## config.mk

```make
export PLATFORM = sky130hd
export DESIGN_NAME = grayscale_to_rgb
export DESIGN_NICKNAME = d
export VERILOG_FILES = /design/src/rtl/grayscale_to_rgb_pkg.sv /design/src/rtl/grayscale_to_rgb_colormap.sv /design/src/rtl/grayscale_to_rgb.sv
export SDC_FILE = /design/constraint.sdc
export NUM_CORES = 1
export LEC_CHECK = 0
export CORE_MARGIN = 5
export CORE_UTILIZATION = 30
export CTS_BUF_LIST = sky130_fd_sc_hd__clkbuf_2 sky130_fd_sc_hd__clkbuf_4 sky130_fd_sc_hd__clkbuf_8
export CTS_CLUSTER_DIAMETER = 60
export DETAILED_ROUTE_END_ITERATION = 6
export GPL_TIMING_DRIVEN = 0
export PLACE_DENSITY = 0.88
export SLEW_MARGIN = 15
export SYNTH_ARGS = -nofsm -noshare
export SYNTH_HDL_FRONTEND = slang
export SYNTH_SLANG_ARGS = --single-unit
```

## constraint.sdc

```tcl
create_clock -name clk -period 0.8 [get_ports clk]
set_input_delay 0.16 -clock clk [delete_from_list [all_inputs] [get_ports clk]]
set_output_delay 0.16 -clock clk [all_outputs]
set_load 0.05 [all_outputs]
```

## src/rtl/grayscale_to_rgb_pkg.sv

```systemverilog
// Shared constants for the grayscale-to-RGB colour mapper.
// Latency: n/a (package only).
// Backpressure: n/a (package only).
package grayscale_to_rgb_pkg;

    // Colormap selector encodings; any other value falls back to gray replicate.
    localparam int CMAP_GRAY = 0;
    localparam int CMAP_HEAT = 1;

    // Default pixel channel width.
    localparam int DATA_W_DEFAULT = 8;

    // The heat map is split into 2^SEG_W segments, indexed by the top SEG_W bits of g.
    localparam int SEG_W = 2;

endpackage : grayscale_to_rgb_pkg

```

## src/rtl/grayscale_to_rgb_colormap.sv

```systemverilog
// Combinational gray -> RGB mapping (optional invert, then replicate or 4-segment heat map).
// Latency: 0 cycles, purely combinational.
// Backpressure: none.
// Ports: gray_i (pixel in), red_o/green_o/blue_o (mapped channels out).
module gray_colormap
    import grayscale_to_rgb_pkg::*;
#(
    parameter int DATA_W   = DATA_W_DEFAULT,
    parameter int COLORMAP = CMAP_GRAY,
    parameter int INVERT   = 0
) (
    input  logic [DATA_W-1:0] gray_i,
    output logic [DATA_W-1:0] red_o,
    output logic [DATA_W-1:0] green_o,
    output logic [DATA_W-1:0] blue_o
);

    localparam logic [DATA_W-1:0] MAX_VAL = {DATA_W{1'b1}};

    logic [DATA_W-1:0] g;
    logic [SEG_W-1:0]  seg;
    logic [DATA_W-1:0] ramp_up;
    logic [DATA_W-1:0] ramp_dn;

    assign g   = (INVERT != 0) ? ~gray_i : gray_i;
    assign seg = g[DATA_W-1 -: SEG_W];

    // Offset within a segment scaled by 4: dropping the SEG_W segment bits and
    // appending two zeros keeps the width at DATA_W and can never overflow.
    assign ramp_up = {g[DATA_W-SEG_W-1:0], 2'b00};
    assign ramp_dn = MAX_VAL - ramp_up;

    always_comb begin
        red_o   = g;
        green_o = g;
        blue_o  = g;
        if (COLORMAP == CMAP_HEAT) begin
            case (seg)
                2'd0: begin
                    red_o   = '0;
                    green_o = ramp_up;
                    blue_o  = MAX_VAL;
                end
                2'd1: begin
                    red_o   = '0;
                    green_o = MAX_VAL;
                    blue_o  = ramp_dn;
                end
                2'd2: begin
                    red_o   = ramp_up;
                    green_o = MAX_VAL;
                    blue_o  = '0;
                end
                default: begin
                    red_o   = MAX_VAL;
                    green_o = ramp_dn;
                    blue_o  = '0;
                end
            endcase
        end
    end

endmodule : gray_colormap

```

## src/rtl/grayscale_to_rgb.sv

```systemverilog
// Gray pixel to RGB: combinational colormap followed by a single output register stage.
// Latency: 1 clock from done_i/grayscale_i to done_o/RGB.
// Backpressure: none; every done_i=1 cycle is accepted, RGB holds when done_i=0.
// Ports: clk, rst (async active-low), grayscale_i/done_i in, red_o/green_o/blue_o/done_o out.
module grayscale_to_rgb
    import grayscale_to_rgb_pkg::*;
#(
    parameter int DATA_W   = DATA_W_DEFAULT,
    parameter int COLORMAP = CMAP_GRAY,
    parameter int INVERT   = 0
) (
    input  logic              clk,
    input  logic              rst,
    input  logic [DATA_W-1:0] grayscale_i,
    input  logic              done_i,
    output logic [DATA_W-1:0] red_o,
    output logic [DATA_W-1:0] green_o,
    output logic [DATA_W-1:0] blue_o,
    output logic              done_o
);

    logic [DATA_W-1:0] map_r, map_g, map_b;
    logic [DATA_W-1:0] red_d, green_d, blue_d;
    logic [DATA_W-1:0] red_q, green_q, blue_q;
    logic              done_d, done_q;

    gray_colormap #(
        .DATA_W  (DATA_W),
        .COLORMAP(COLORMAP),
        .INVERT  (INVERT)
    ) u_map (
        .gray_i (grayscale_i),
        .red_o  (map_r),
        .green_o(map_g),
        .blue_o (map_b)
    );

    // Colour registers only load on a valid pixel so the last pixel is held.
    always_comb begin
        red_d   = red_q;
        green_d = green_q;
        blue_d  = blue_q;
        done_d  = done_i;
        if (done_i) begin
            red_d   = map_r;
            green_d = map_g;
            blue_d  = map_b;
        end
    end

    always_ff @(posedge clk or negedge rst) begin
        if (!rst) begin
            red_q   <= '0;
            green_q <= '0;
            blue_q  <= '0;
            done_q  <= 1'b0;
        end else begin
            red_q   <= red_d;
            green_q <= green_d;
            blue_q  <= blue_d;
            done_q  <= done_d;
        end
    end

    assign red_o   = red_q;
    assign green_o = green_q;
    assign blue_o  = blue_q;
    assign done_o  = done_q;

endmodule : grayscale_to_rgb

```

## Word level (Yosys, flattened, before mapping)

Cells that the tools add are included.

- Memories kept: 0
- Bits in latches: 0
- Output and inout bits: 25
- Bits in read-only memories: 0
- Flip-flop bits (word level): 9
- Word-level logic and storage cells: 2
- Memory bits (writable): 0

- Equal/unequal tests: 0
- Reduce and logical (&&, ||, !) cells: 0
- Order comparisons: 0
- Multiply operators: 0
- Div/mod/pow operators: 0
- Bitwise operators: 0
- Shift operators: 0
- Multiplexer cells: 0
- Add/subtract/negate cells: 0

## Logic depth before layout (Yosys ltp)

Gate-level depths: netlist of the first run.

- Depth after elaboration: 0
- Depth in mapped cells: 2
- Mapped depth without buffers: 1

## By module

Synthesis of the first run repeated with hierarchy kept, for this count alone.

- Cell total of the unflattened synthesis: 76
- Area, all modules: 1202.4 µm²

By module, submodules not included:

| module | times used | cells an instance | area an instance (µm²) |
|---|---|---|---|
| grayscale_to_rgb | 1 | 52 | 1022.2 |
| gray_colormap | 1 | 24 | 180.2 |

## Least setup slack after synthesis of the first run

Ideal clock, no wire load.

- Path type: register to output
- Start: register, netlist name red_o[0]
- End: output green_o[0]
- Path slack: -0.282 ns
- Path buffers: 1
- Arrival time: 0.922 ns
- Data required time: 0.640 ns
- Cell stages (with the launch flop): 2
- Path through: dfrtp_1 > buf_4

RTL lines:

| item | RTL line | source |
|---|---|---|
| end: declaration | grayscale_to_rgb.sv:17 | `output logic [DATA_W-1:0] green_o,` |

## Worst setup path after layout of the first run

- Start: register red_q[3], in the netlist red_o[3]
- End: output red_o[3]

RTL lines:

| item | RTL line | source |
|---|---|---|
| start: declaration | grayscale_to_rgb.sv:24 | `logic [DATA_W-1:0] red_q, green_q, blue_q;` |
| start signal: assignment | grayscale_to_rgb.sv:58 | `red_q <= red_d;` |
| end: declaration | grayscale_to_rgb.sv:16 | `output logic [DATA_W-1:0] red_o,` |

No word-level cell between the ends.

==> flow_summary.ini, run 1 <==
[synth]
synth.area.top_cells = dfrtp_1 47%, buf_4 25%, mux2_4 25%
syn_nets = 45
yosysTopAreaCell = dfrtp_1
synth_edf_count = 0
synth_commonest_cells = 16 x buf_4, 9 x dfrtp_1, 8 x mux2_4
synth_top_area_share_pct = 47.2
synth-main-ff-cell = dfrtp_1
seq_area_frac_synth_pct = 47.2
yosys.area_share.simple_pct = 0
synth_compound_area_share_pct = 0
yosys_warnings = 0
synth.most_common_cell = buf_4
synthAdderAreaFrac_pct = 0
synth_top_family_by_area = buffers and inverters
syn_area_sq_um = 477
async_flop_share_pct = 100
avgSynthCellArea_sq_um = 14.0
ys_seq_elements = 9
synth_cell_types = 4
synthMuxAreaShare_pct = 25.2
synth-xor-area-share_pct = 0
synth_cells = 34

[floorplan]
row_count = 14
ios = 36
initial_core_util_pct = 31.6
die_y_microns = 49.9
core_sq_um = 1510
die_w_microns = 49.9
fp.dieArea_sq_um = 2490

[status]
violations = negative setup slack
status = finished with violations

[cts]
post-cts-setup-buffer-count = 0
cts_tree = yes
clk_latency_ns = 0.26
cts_root_buf = clkbuf_4
cts.clk_slew.worst_paths_ns = 0.06
cts_max_path_buffers = 2
hold_buffers = 0
cts.sinks = 9
numCtsBuffers = 3
cts_max_level = 1

[worst_setup_path]
path_max_fanout = 4
crit_type = flop to output port
rrSetupSlack_ns = -0.03
crit_path_max_incr_delay_ns = 0.44
critPathBufInv = 2
cp_slowest_cell = dfrtp_2
crit_chain = buf_6 -> buf_8
cp.required_ns = 0.64
critical_path.top_delay_family = flip-flops
worstPathArrival_ns = 0.97
endpoint_kind = output port
startpoint_type = flop

[global_routing]
grt_pass1_wl_mm = 1.79
antenna_found_initial = 0
grt_util_met2_pct = 15.5
top_usage_layer = met2
use_met3_pct = 6.02
grt_use_total_pct = 9.86
grt_pass1_vias = 387
use_met1_pct = 10.1
grt_overflow = 0
grt_max_degree = 10

[final_layout]
fin_nets = 85
drive_gt1_share_pct = 84.9
insertedDiodeCount = 0
area_delta_synth_final_pct = 115
num-fill-cells = 122

[power]
irDropWorstVdd_v = 0.00114
p_leak_nw = 0.494
p_per_area_nw_per_um2 = 2040
power_mw = 2.09

[timing]
fin_crit_ns = 1.13
setup_viol = 33
finalHoldViolCount = 0
setup_ws_ns = -0.329
rsz0062_at_grt = true
tightest_slew_ns = 0.406
drv_slew = 0
min_period_over_period_pct = 141
tns_ns = -7.33
max_slew_margin_pct = 72.8
clock_skew_ns = 0
hold_slack_ns = 0.169
max_freq_mhz = 886

[run]
drv_cap = 0

[placed_design]
place_congestion = 0.576
dpl.hpwl_microns = 867
port_buffers = 35

[routing]
dr.pass1.iters = 1
route.detailed.drc = 0
routed_wl_mm = 1.18
drt-vias-per-instance = 4.24
vias = 377
ant_nets = 0
drt_iter0_drc = 0
wl_per_cell_microns = 13.3

[worst_hold_path]
min_path_type = input port to flop
[power by group]
group / switching [mW] / leakage [nW] / internal (mW)
sequential: 0.0657 / 0.0972 / 0.507
combinational: 0.590 / 0.378 / 0.542
clock: 0.161 / 0.0184 / 0.226
total: 0.817 / 0.494 / 1.27
[cells by family after synthesis]
group	count (synthesis)
buffers and inverters	17
DFF	9
muxes	8
[per-layer routing]
layer | routed length, microns | part of all wire [%]
met1 | 401 | 34
met5 | 0 | 0
met4 | 14 | 1.2
met2 | 631 | 53
met3 | 136 | 11
[what timing repair did]
action / CTS / global route
pin swaps: 0 / 0
resized for setup: 185 / 23
endpoints found under the setup margin: 33 / 33
[cell usage in the layout (no fill, tap or decap)]
| master | n |
|---|---|
| clkbuf_4 | 4 |
| dlygate4sd2_1 | 1 |
| dfrtp_1 | 1 |
| clkdlybuf4s50_1 | 9 |
| dfrtp_2 | 8 |
| buf_4 | 3 |
| buf_6 | 23 |
| buf_8 | 16 |
| mux2_4 | 8 |
[through the flow]
step	instances	utilization (%)	cell area (sq um)	setup WS, ns
3_5_place_dp	85	56.9	857	-0.624
5_1_grt	89	68.1	1030	-0.361
6_report	89	68.1	1030	-0.329
4_1_cts	89	63.4	955	-0.328
3_3_place_gp	85	56.9	857	-0.614
2_1_floorplan	34	-	487	-0.126
[layout make-up]
class	instances	area, sq um	share of cell area [%]
well taps	16	20.0	1.95
plain buffers	17	191	18.7
clock buffers	4	30.0	2.93
multi-input cells	8	120	11.7
flip-flops and latches	9	235	22.9
repair buffers	35	429	41.8
[final timing paths]
check,startpoint,end,cells past startpoint
min in group asynchronous,rst,red_o[6],1
min reg2reg,red_o[5],red_o[5],1
max,red_o[3],red_o[3],2
max in group asynchronous,rst,red_o[0],1
max reg2reg,red_o[1],red_o[1],1
min,done_i,done_o,1
[sequential cells by signal, indices dropped and copies added, names as in the netlist]
| name | flops |
|---|---|
| red_o | 8 |
| done_o | 1 |
No activity file was read; power rests on OpenSTA's default activity.
==> run 2: changes to the inputs <==
--- a/config.mk
+++ b/config.mk
@@ -5,10 +5,10 @@
 export SDC_FILE = /design/constraint.sdc
 export NUM_CORES = 1
 export LEC_CHECK = 0
+export ABC_CLOCK_PERIOD_IN_PS = 800
 export CORE_MARGIN = 5
 export CORE_UTILIZATION = 30
 export CTS_BUF_LIST = sky130_fd_sc_hd__clkbuf_2 sky130_fd_sc_hd__clkbuf_4 sky130_fd_sc_hd__clkbuf_8
-export CTS_CLUSTER_DIAMETER = 60
 export DETAILED_ROUTE_END_ITERATION = 6
 export GPL_TIMING_DRIVEN = 0
 export PLACE_DENSITY = 0.88
==> results of run 2 <==
Same layout as run 1: the final DEF is identical, and so are final timing and power.
==> run 3: changes to the inputs <==
--- a/config.mk
+++ b/config.mk
@@ -6,13 +6,12 @@
 export NUM_CORES = 1
 export LEC_CHECK = 0
 export ABC_CLOCK_PERIOD_IN_PS = 800
-export CORE_MARGIN = 5
 export CORE_UTILIZATION = 30
 export CTS_BUF_LIST = sky130_fd_sc_hd__clkbuf_2 sky130_fd_sc_hd__clkbuf_4 sky130_fd_sc_hd__clkbuf_8
 export DETAILED_ROUTE_END_ITERATION = 6
 export GPL_TIMING_DRIVEN = 0
 export PLACE_DENSITY = 0.88
-export SLEW_MARGIN = 15
+export SLEW_MARGIN = 20
 export SYNTH_ARGS = -nofsm -noshare
 export SYNTH_HDL_FRONTEND = slang
 export SYNTH_SLANG_ARGS = --single-unit
==> run 3 against run 2 <==
  * Sequential share of layout area is 0.44 points lower
  * The run still ends with negative setup slack left
  * Worst hold slack lost 0.0032 ns
  * Clock power is 12% lower
  * Critical endpoint is now green_o[0]
  * Via count up 1.6%
  * Critical path type unchanged
  * Critical path depth did not move
==> flow_summary.ini, run 3 (synthesis results as in run 1) <==
[power]
combPwrFrac_pct = 55.8
seqPwrFrac_pct = 27.6
swShare_pct = 39.5
irDropWorstVdd_v = 0.00115
p_per_area_nw_per_um2 = 1980
intPower_mw = 1.25
power_mw = 2.07
p_leak_nw = 0.507
switchingPower_mw = 0.816
pwr-share-clk_pct = 16.6

[timing]
drv_slew = 0
clock_skew_ns = 0
tns_ns = -7.67
min_period_over_period_pct = 141
fin_crit_ns = 1.13
setup_viol = 33
rsz0062_at_grt = true
finalHoldViolCount = 0
tightest_slew_ns = 0.409
max_slew_margin_pct = 72.6
max_freq_mhz = 888
setup_ws_ns = -0.326

[cts]
cts.sinks = 9
cts_max_level = 1
cts_root_buf = clkbuf_4
numCtsBuffers = 3
cts_tree = yes
cts_max_path_buffers = 2
cts.clk_slew.worst_paths_ns = 0.06
clk_latency_ns = 0.25

[status]
violations = negative setup slack
status = finished with violations

[floorplan]
die_y_microns = 41.9
core_sq_um = 1490
fp.dieArea_sq_um = 1750
ios = 36
row_count = 14
initial_core_util_pct = 32.0
die_w_microns = 41.9

[global_routing]
top_usage_layer = met2
grt_pass1_vias = 386
use_met1_pct = 15.6
antenna_found_initial = 0
use_met3_pct = 6.52
grt_util_met2_pct = 23.1
grt_use_total_pct = 14.6
grt_overflow = 0
grt_max_degree = 10
grt_pass1_wl_mm = 1.78

[final_layout]
drive_gt1_share_pct = 85.5
area_delta_synth_final_pct = 119
final_common_cell = buf_6
fin_nets = 88
layout_common_cells = 23 x buf_6, 16 x buf_8, 9 x clkdlybuf4s50_1
num-fill-cells = 120
insertedDiodeCount = 0
post-route-util_pct = 70.3
largest_reg_flops = 8

[worst_setup_path]
cp.required_ns = 0.64
cp_slowest_cell = dfrtp_2
crit_type = flop to output port
endpoint_kind = output port
worstPathArrival_ns = 0.97
crit_chain = buf_6 -> buf_8
startpoint_type = flop
path_max_fanout = 4
crit_path_max_incr_delay_ns = 0.44

[run]
drv_cap = 0

[placed_design]
dpl.hpwl_microns = 756
port_buffers = 35
post-place-ws_ns = -0.630
place_congestion = 0.579

[routing]
wl_per_cell_microns = 11.7
dr.pass1.iters = 2
route.detailed.drc = 0
ant_nets = 0
routed_wl_mm = 1.08
drt_iter0_drc = 1
drt-vias-per-instance = 4.16
vias = 383

[worst_hold_path]
min_path_type = input port to flop
-- run 3: worst max-delay path, delay by kind of cell (launching register included) --
kind     cells  cell delay [ns]
buf+inv      2             0.27
flops        1             0.44
-- run 3: timing repair --
action                                  in CTS  in global routing
endpoints found under the setup margin      33                 33
resized for setup                          198                  7
buffers inserted                             2                  1
hold buffers                                 0                  0
gates cloned                                 0                  0
-- run 3: layout make-up --
cell class,count,area (sq um),share of cell area (%)
plain buffers,17,191,18.3
flip-flops and latches,9,235,22.5
multi-input cells,8,120,11.5
well taps,16,20.0,1.91
clock inverters,1,5.00,0.478
clock buffers,3,22.5,2.15
repair buffers,38,452,43.2
-- run 3: worst paths after layout --
| path | start | end | slack, ns | depth (start not counted) |
|---|---|---|---|---|
| worst max-delay path | red_o[0] | green_o[0] | -0.33 | 2 |
| worst min-delay path | done_i | done_o | 0.17 | 1 |
| worst max register to register | red_o[0] | red_o[0] | -0.26 | 3 |
| worst min register to register | red_o[7] | red_o[7] | 0.57 | 1 |
| max in group asynchronous | rst | red_o[6] | 0.29 | 1 |
| min in group asynchronous | rst | done_o | 0.19 | 1 |
-- run 3: routing by layer --
layer  vias up  share of wire, %
li1        178                 -
met1       181                33
met2        22                58
met3         2               7.6
met4         0               1.4
met5         -                 0
-- run 3: per-stage QoR --
step	area (sq um)	std cells	hold slack, ns
CTS	1010	91	0.153
global placement	857	85	0.486
detailed placement	857	85	0.490
global route	1050	92	0.162
finish	1050	92	0.166
floorplan	487	34	-0.136
-- run 3: power by group through the flow --
stage                     registers [mW]  logic (mW)  clock network (mW)
after floorplan                    0.707       0.499                   0
after global placement             0.554       0.952                   0
after detailed placement           0.559       0.963                   0
after CTS                          0.567        1.13               0.365
after global routing               0.579        1.19               0.392
final                              0.570        1.15               0.343
